--- config.mk ---
export PLATFORM = sky130hd
export DESIGN_NAME = mem_stage_flat
export DESIGN_NICKNAME = d
export VERILOG_FILES = /design/src/rtl/mem_stage_pkg.sv /design/src/rtl/mem_stage_if.sv /design/src/rtl/mem_lane_align.sv /design/src/rtl/mem_stage.sv /design/src/flat_wrapper.sv
export SDC_FILE = /design/constraint.sdc
export NUM_CORES = 1
export LEC_CHECK = 0
export ABC_AREA = 0
export BUFFER_PORTS_ARGS = -buffer_cell sky130_fd_sc_hd__buf_2
export CAP_MARGIN = 15
export CELL_PAD_IN_SITES_DETAIL_PLACEMENT = 2
export CELL_PAD_IN_SITES_GLOBAL_PLACEMENT = 2
export CORE_AREA = 2 2 174 176
export DETAILED_ROUTE_END_ITERATION = 6
export DIE_AREA = 0 0 176 178
export PLACE_DENSITY = 0.87
export SLEW_MARGIN = 0
export SYNTH_ARGS = -nofsm -noshare
export SYNTH_HDL_FRONTEND = slang
export SYNTH_HIERARCHICAL = 1
export SYNTH_SLANG_ARGS = --single-unit
--- constraint.sdc ---
create_clock -name clock -period 6.6 [get_ports clock]
set_input_delay 0.99 -clock clock [delete_from_list [all_inputs] [get_ports clock]]
set_output_delay 0.99 -clock clock [all_outputs]
set_load 0.01 [all_outputs]
--- src/rtl/mem_stage_pkg.sv ---
// Shared types for the memory-access stage: size codes, FSM states,
// the EX/MEM latch bundle and byte-lane helpers.
package mem_stage_pkg;

    localparam logic [1:0] SZ_BYTE = 2'b00;
    localparam logic [1:0] SZ_HALF = 2'b01;
    localparam logic [1:0] SZ_WORD = 2'b10;

    typedef enum logic [1:0] {
        ST_IDLE,
        ST_ACCESS,
        ST_DRAIN
    } state_e;

    typedef struct packed {
        logic [31:0] alu;
        logic [31:0] rt;
        logic        reg_write;
        logic        mem_write;
        logic [1:0]  size;
        logic        lsigned;
    } ex_mem_t;

    function automatic logic [3:0] lane_be(
        input logic [1:0] a,
        input logic [1:0] sz
    );
        logic [3:0] be;
        be = 4'b1111;
        unique case (1'b1)
            (sz == SZ_BYTE): be = 4'b0001 << a;
            (sz == SZ_HALF): be = a[1] ? 4'b1100 : 4'b0011;
            default:         be = 4'b1111;
        endcase
        return be;
    endfunction

    // Reserved size 2'b11 behaves as a word.
    function automatic logic is_aligned(
        input logic [1:0] a,
        input logic [1:0] sz
    );
        logic ok;
        ok = 1'b1;
        unique case (1'b1)
            (sz == SZ_BYTE): ok = 1'b1;
            (sz == SZ_HALF): ok = ~a[0];
            default:         ok = (a == 2'b00);
        endcase
        return ok;
    endfunction

endpackage

--- src/rtl/mem_stage_if.sv ---
// Data RAM/IO request bus between the memory stage (master)
// and the memory or IO fabric (slave).
interface mem_stage_if;

    logic        mem_req;
    logic        mem_we;
    logic [31:0] mem_addr;
    logic [3:0]  mem_be;
    logic [31:0] mem_wdata;
    logic        mem_ready;
    logic [31:0] mem_rdata;

    modport master (
        output mem_req,
        output mem_we,
        output mem_addr,
        output mem_be,
        output mem_wdata,
        input  mem_ready,
        input  mem_rdata
    );

    modport slave (
        input  mem_req,
        input  mem_we,
        input  mem_addr,
        input  mem_be,
        input  mem_wdata,
        output mem_ready,
        output mem_rdata
    );

endinterface

--- src/rtl/mem_lane_align.sv ---
// Byte-lane steering: store enables/replicated data and load
// lane extraction with sign or zero extension.
module mem_lane_align
    import mem_stage_pkg::*;
(
    input  logic [1:0]  addr_lo_i,
    input  logic [1:0]  size_i,
    input  logic        signed_i,
    input  logic [31:0] st_data_i,
    input  logic [31:0] ld_raw_i,
    output logic [3:0]  be_o,
    output logic [31:0] wdata_o,
    output logic [31:0] ld_data_o
);

    logic        is_byte;
    logic        is_half;
    logic [7:0]  ld_byte;
    logic [15:0] ld_half;

    assign is_byte = (size_i == SZ_BYTE);
    assign is_half = (size_i == SZ_HALF);
    assign ld_byte = 8'(ld_raw_i >> {addr_lo_i, 3'b000});
    assign ld_half = addr_lo_i[1] ? ld_raw_i[31:16] : ld_raw_i[15:0];
    assign be_o    = lane_be(addr_lo_i, size_i);

    always_comb begin
        wdata_o   = st_data_i;
        ld_data_o = ld_raw_i;
        unique case (1'b1)
            is_byte: begin
                wdata_o   = {4{st_data_i[7:0]}};
                ld_data_o = {{24{signed_i & ld_byte[7]}}, ld_byte};
            end
            is_half: begin
                wdata_o   = {2{st_data_i[15:0]}};
                ld_data_o = {{16{signed_i & ld_half[15]}}, ld_half};
            end
            default: begin
                wdata_o   = st_data_i;
                ld_data_o = ld_raw_i;
            end
        endcase
    end

endmodule

--- src/rtl/mem_stage.sv ---
// Memory-access pipeline stage: EX/MEM latch, load/store handshake
// with timeout, alignment faults and the MEM/WB latch.
module mem_stage
    import mem_stage_pkg::*;
#(
    parameter int          TIMEOUT    = 16,
    parameter logic [31:0] RESET_DATA = 32'h0000_0000
) (
    input  logic        clock,
    input  logic        reset,
    input  logic        ex_valid,
    input  logic [31:0] ex_alu_result,
    input  logic [31:0] ex_rt_value,
    input  logic [4:0]  ex_waddr,
    input  logic        ex_reg_write,
    input  logic        ex_mem_read,
    input  logic        ex_mem_write,
    input  logic [1:0]  ex_mem_size,
    input  logic        ex_load_signed,
    mem_stage_if.master mem,
    output logic        stall,
    output logic [31:0] fwd_result,
    output logic        wb_valid,
    output logic        wb_reg_write,
    output logic [4:0]  wb_waddr,
    output logic [31:0] wb_data,
    output logic        addr_err,
    output logic        bus_err,
    output logic [31:0] bad_vaddr
);

    localparam int CW = (TIMEOUT > 2) ? $clog2(TIMEOUT) : 1;
    localparam logic [CW-1:0] LAST = CW'(TIMEOUT - 1);

    state_e      state_q;
    ex_mem_t     op_q;
    logic [CW-1:0] cnt_q;
    logic [CW-1:0] cnt_d;
    logic        wb_valid_q;
    logic        wb_reg_write_q;
    logic [4:0]  wb_waddr_q;
    logic [31:0] wb_data_q;
    logic        addr_err_q;
    logic        bus_err_q;
    logic [31:0] bad_vaddr_q;

    logic        access;
    logic        ex_is_mem;
    logic [3:0]  al_be;
    logic [31:0] al_wdata;
    logic [31:0] al_ld;

    mem_lane_align u_align (
        .addr_lo_i (op_q.alu[1:0]),
        .size_i    (op_q.size),
        .signed_i  (op_q.lsigned),
        .st_data_i (op_q.rt),
        .ld_raw_i  (mem.mem_rdata),
        .be_o      (al_be),
        .wdata_o   (al_wdata),
        .ld_data_o (al_ld)
    );

    assign access    = (state_q == ST_ACCESS);
    assign ex_is_mem = ex_mem_read | ex_mem_write;
    assign cnt_d     = cnt_q + CW'(1);

    // Bus outputs come straight off the state flop, so an async
    // reset drops the request without waiting for a clock edge.
    assign mem.mem_req   = access;
    assign mem.mem_we    = access & op_q.mem_write;
    assign mem.mem_addr  = access ? {op_q.alu[31:2], 2'b00} : RESET_DATA;
    assign mem.mem_be    = access ? al_be : 4'b0000;
    assign mem.mem_wdata = access ? al_wdata : RESET_DATA;

    assign stall        = access;
    assign fwd_result   = op_q.alu;
    assign wb_valid     = wb_valid_q;
    assign wb_reg_write = wb_reg_write_q;
    assign wb_waddr     = wb_waddr_q;
    assign wb_data      = wb_data_q;
    assign addr_err     = addr_err_q;
    assign bus_err      = bus_err_q;
    assign bad_vaddr    = bad_vaddr_q;

    always_ff @(posedge clock or posedge reset) begin
        if (reset) begin
            state_q        <= ST_IDLE;
            op_q           <= '0;
            op_q.alu       <= RESET_DATA;
            op_q.rt        <= RESET_DATA;
            cnt_q          <= '0;
            wb_valid_q     <= 1'b0;
            wb_reg_write_q <= 1'b0;
            wb_waddr_q     <= 5'd0;
            wb_data_q      <= RESET_DATA;
            addr_err_q     <= 1'b0;
            bus_err_q      <= 1'b0;
            bad_vaddr_q    <= RESET_DATA;
        end else begin
            wb_valid_q     <= 1'b0;
            wb_reg_write_q <= 1'b0;
            addr_err_q     <= 1'b0;
            bus_err_q      <= 1'b0;
            unique case (state_q)
                ST_IDLE: begin
                    if (ex_valid) begin
                        op_q.alu       <= ex_alu_result;
                        op_q.rt        <= ex_rt_value;
                        op_q.reg_write <= ex_reg_write;
                        op_q.mem_write <= ex_mem_write;
                        op_q.size      <= ex_mem_size;
                        op_q.lsigned   <= ex_load_signed;
                        wb_waddr_q     <= ex_waddr;
                        if (!ex_is_mem) begin
                            wb_valid_q     <= 1'b1;
                            wb_reg_write_q <= ex_reg_write;
                            wb_data_q      <= ex_alu_result;
                        end else if (!is_aligned(ex_alu_result[1:0],
                                                 ex_mem_size)) begin
                            addr_err_q  <= 1'b1;
                            bad_vaddr_q <= ex_alu_result;
                            wb_valid_q  <= 1'b1;
                            wb_data_q   <= ex_alu_result;
                        end else begin
                            state_q <= ST_ACCESS;
                            cnt_q   <= '0;
                        end
                    end
                end
                ST_ACCESS: begin
                    // Ready wins over a timeout landing on the same cycle.
                    if (mem.mem_ready) begin
                        state_q        <= ST_DRAIN;
                        wb_valid_q     <= 1'b1;
                        wb_reg_write_q <= op_q.reg_write & ~op_q.mem_write;
                        wb_data_q      <= op_q.mem_write ? op_q.alu : al_ld;
                    end else if (cnt_q == LAST) begin
                        state_q     <= ST_DRAIN;
                        bus_err_q   <= 1'b1;
                        bad_vaddr_q <= op_q.alu;
                        wb_valid_q  <= 1'b1;
                        wb_data_q   <= op_q.alu;
                    end else begin
                        cnt_q <= cnt_d;
                    end
                end
                ST_DRAIN: begin
                    state_q <= ST_IDLE;
                end
                default: begin
                    state_q <= ST_IDLE;
                end
            endcase
        end
    end

endmodule

--- src/flat_wrapper.sv ---
// flat-port wrapper written by rule: the top's interface ports become plain ports
module mem_stage_flat import mem_stage_pkg::*;
#(
    parameter int          TIMEOUT    = 16,
    parameter logic [31:0] RESET_DATA = 32'h0000_0000
)
  (clock, reset, ex_valid, ex_alu_result, ex_rt_value, ex_waddr, ex_reg_write, ex_mem_read, ex_mem_write, ex_mem_size, ex_load_signed, stall, fwd_result, wb_valid, wb_reg_write, wb_waddr, wb_data, addr_err, bus_err, bad_vaddr, mem_mem_req, mem_mem_we, mem_mem_addr, mem_mem_be, mem_mem_wdata, mem_mem_ready, mem_mem_rdata);
  mem_stage_if mem_i ();
  input  logic clock;
  input  logic reset;
  input  logic ex_valid;
  input  logic [31:0] ex_alu_result;
  input  logic [31:0] ex_rt_value;
  input  logic [4:0] ex_waddr;
  input  logic ex_reg_write;
  input  logic ex_mem_read;
  input  logic ex_mem_write;
  input  logic [1:0] ex_mem_size;
  input  logic ex_load_signed;
  output logic stall;
  output logic [31:0] fwd_result;
  output logic wb_valid;
  output logic wb_reg_write;
  output logic [4:0] wb_waddr;
  output logic [31:0] wb_data;
  output logic addr_err;
  output logic bus_err;
  output logic [31:0] bad_vaddr;
  output wire logic [$bits(mem_i.mem_req)-1:0] mem_mem_req;
  output wire logic [$bits(mem_i.mem_we)-1:0] mem_mem_we;
  output wire logic [$bits(mem_i.mem_addr)-1:0] mem_mem_addr;
  output wire logic [$bits(mem_i.mem_be)-1:0] mem_mem_be;
  output wire logic [$bits(mem_i.mem_wdata)-1:0] mem_mem_wdata;
  input wire logic [$bits(mem_i.mem_ready)-1:0] mem_mem_ready;
  input wire logic [$bits(mem_i.mem_rdata)-1:0] mem_mem_rdata;
  assign mem_mem_req = mem_i.mem_req;
  assign mem_mem_we = mem_i.mem_we;
  assign mem_mem_addr = mem_i.mem_addr;
  assign mem_mem_be = mem_i.mem_be;
  assign mem_mem_wdata = mem_i.mem_wdata;
  assign mem_i.mem_ready = mem_mem_ready;
  assign mem_i.mem_rdata = mem_mem_rdata;
  mem_stage #(.TIMEOUT(TIMEOUT), .RESET_DATA(RESET_DATA)) u_core (.clock(clock), .reset(reset), .ex_valid(ex_valid), .ex_alu_result(ex_alu_result), .ex_rt_value(ex_rt_value), .ex_waddr(ex_waddr), .ex_reg_write(ex_reg_write), .ex_mem_read(ex_mem_read), .ex_mem_write(ex_mem_write), .ex_mem_size(ex_mem_size), .ex_load_signed(ex_load_signed), .mem(mem_i), .stall(stall), .fwd_result(fwd_result), .wb_valid(wb_valid), .wb_reg_write(wb_reg_write), .wb_waddr(wb_waddr), .wb_data(wb_data), .addr_err(addr_err), .bus_err(bus_err), .bad_vaddr(bad_vaddr));
endmodule
==> metrics <==
clock root buffer clkbuf_16; commonest non-fill, non-tap cell in the layout nand2_1; Tcrit/Tclk final 0.546; Synth Flop Type dfrtp_1; Die Footprint between 30000 and 40000 µm²; DIE WIDTH ~180 µm; Tmin final 3.61 ns; Layout Skew 0.0120 ns; post-DR wirelength/cell about 22 µm; CTS clk-pin slew, worst paths 0.06 ns; chip height 178 µm; most frequent cells in the layout nand2_1, buf_2, dfrtp_1; initial drt markers around 240; drt first pass iters 4; vias in the first global route 8185; antenna violations before repair 4; Multi-input gate area 4070 µm²; critical path startpoint category flop; gpl congestion between 0.8 and 0.9; Seq/Total Area, Yosys 0.441; r2r endpoint u_core/bad_vaddr[7]$_DFFE_PP0P_; EDFF count, synth 0; r2r setup slk 3.75 ns; Max Clk Rate 277 MHz; GRT Util Overall 0.214; IO Pins ~290; Vias/cell a little under 5; # clock sinks roughly 150; Mapped Cells 934; row count 63; worst slack, placed around 3 ns; DRT Wirelength between 30 and 40 mm; core area 29400 µm²; P per Cell Area 364 nW/µm²; Nets about 1300; worst skew pair latency 0.44 ns; CTS tree done; Final Hold Viols 0; pin count of the biggest net entering global routing 81; Req. time, crit path 5.61 ns; port bufs roughly 280; CTS-repair resized insts 0; CP Max Fanout 30; count of pins over their slew limit 0; CTS H-tree lvls 4; vias after detailed routing 7523; Leak Pwr roughly 0.0055 µW; WHS Path Cells 2; Max Buffers Root-to-Sink 2; Syn Area/Cell 8.99 µm²; register area between 3000 and 4000 µm²; FF-to-FF Start u_core/state_q[0]$_DFFE_PP0P_; RSZ-0062 raised after global routing false; Peak VDD IR 138 µV; status finished clean; Layout area overhead 24.3%; Worst Hold Launch u_core/op_q[35]$_DFFE_PP0P_; post-synthesis register bit count 148; reg2reg path depth 6; Post-CTS Hold Fix Bufs 0; worst path arrival time 2.62 ns; Slew @ Worst Pin a little under 1 ns; first-pass GRT wire length 50.3 mm; fraction of layout cells with a size suffix above 1 0.355; Overflow after GRT 0; Routed Antenna Nets 0; Inst Count DP 1518; Post-DP HPWL 24.3 mm; Hold EP u_core/op_q[35]$_DFFE_PP0P_; Setup-failing EPs final 0; worst hold path class reg -> reg; number of library cell types mapped by synthesis between 40 and 50; setup TNS 0 ns; Num CTS Buffers 17; # DRC 0; Syn. warnings 6; hold_ws around 0.48 ns; PnR worst setup slack 2.99 ns; Max Cap Violations 0; final std cells w/o fill 1550; Slew HR 0.341; Post-CTS Setup Repair Bufs 0; crit path kind reg -> out; ys async rst share 1.00; Syn Std Cell Area 8400 µm²; Initial Util 0.286; fill count 3345; Critical Path Sink Type primary output
==> routing by layer <==
layer | vias up | track usage | routed length (µm)
met3 | 59 | 0.0507 | 1820
met2 | 264 | 0.385 | 17000
met5 | - | 0 | 37
li1 | 3429 | - | -
met4 | 6 | 0.0840 | 1090
met1 | 3765 | 0.246 | 13400
==> synthesized netlist by cell type (2+ instances only) <==
library cell  count  area share
mux2i_1          51       0.061
nor2b_1          19       0.014
nand2_1         304        0.14
or2_2             3      0.0022
o21bai_1          3      0.0027
buf_4            44       0.039
nor2_1           15      0.0067
mux2_1            2      0.0027
buf_2            12      0.0071
buf_6             7      0.0094
a21oi_1           2      0.0012
buf_1             3      0.0013
clkbuf_1         35       0.016
o211ai_1          2      0.0018
nor3b_1           2      0.0018
mux2_2           70       0.094
a221o_1           7      0.0083
o21ai_0          41       0.024
inv_1            13      0.0058
dfrtp_1         148        0.44
and2_1           68       0.051
nand3_1           3      0.0018
or3b_1            2      0.0021
o22ai_1          19       0.014
nand2b_1         32       0.024
o221ai_1          7      0.0073
==> worst max-delay path by stage <==
stage                                           from                                to  slack (ns)  cells after the start
after CTS                 u_core/op_q[2]$_DFFE_PP0P_                 mem_mem_wdata[15]        2.96                      6
after floorplan                                reset         u_core/addr_err$_DFF_PP0_        1.63                      1
after global placement                      ex_valid  u_core/bad_vaddr[14]$_DFFE_PP0P_        3.13                      7
after detailed placement                    ex_valid   u_core/bad_vaddr[7]$_DFFE_PP0P_        3.06                      7
after global routing      u_core/op_q[2]$_DFFE_PP0P_                 mem_mem_wdata[15]        2.80                      6
final                     u_core/op_q[2]$_DFFE_PP0P_                 mem_mem_wdata[14]        2.99                      6
==> power by group <==
group | switching (µW) | internal (µW)
registers | 223 | 1180
logic | 788 | 579
clock network | 420 | 613
==> registers in the layout (all words and copies together) (netlist names) <==
register and flops:
u_core/op_q 37, u_core/bad_vaddr 32, u_core/fwd_result 32, u_core/wb_data 32, u_core/wb_waddr 5, u_core/cnt_q 4
u_core/state_q 2, u_core/addr_err 1, u_core/bus_err 1, u_core/wb_reg_write 1, u_core/wb_valid 1
==> cell families (layout without fill, tap and decap cells) <==
| family | Yosys count | count (layout) | share of synthesized area |
|---|---|---|---|
| other | 1 | 3 | 0.000446 |
| flip-flops | 148 | 148 | 0.441 |
| adder cells (fa/ha/maj) | 1 | 1 | 0.00149 |
| buffers and inverters | 115 | 339 | 0.0791 |
| XOR/XNOR | 1 | 1 | 0.00104 |
| multiplexers | 125 | 125 | 0.162 |
| AND/OR/NAND/NOR | 455 | 455 | 0.245 |
| AO/OA/AOI/OAI | 88 | 88 | 0.0700 |
==> layout make-up <==
type	instances	area share
Antenna cell	1	0.000240
Clock buffer	19	0.0434
Clock inverter	11	0.0145
Inverter	14	0.00551
Multi-Input combinational cell	672	0.390
Sequential cell	148	0.355
Tap cell	390	0.0467
Timing Repair Buffer	295	0.145
==> critical path: stages (launching register included) <==
cell and delay, ns:
dfrtp_2 0.64, buf_4 0.40, or2_2 0.61, nand2_1 0.13, nand2_1 0.09, and2_1 0.16
buf_2 0.14
==> stage by stage <==
step           area [µm²]   util  power, µW
2_1_floorplan        8400      -       2240
3_3_place_gp         9820  0.334       2700
3_5_place_dp         9820  0.334       2790
4_1_cts             10400  0.354       3860
5_1_grt             10400  0.355       4030
6_report            10400  0.355       3800
(Power assumes the default switching activity.)
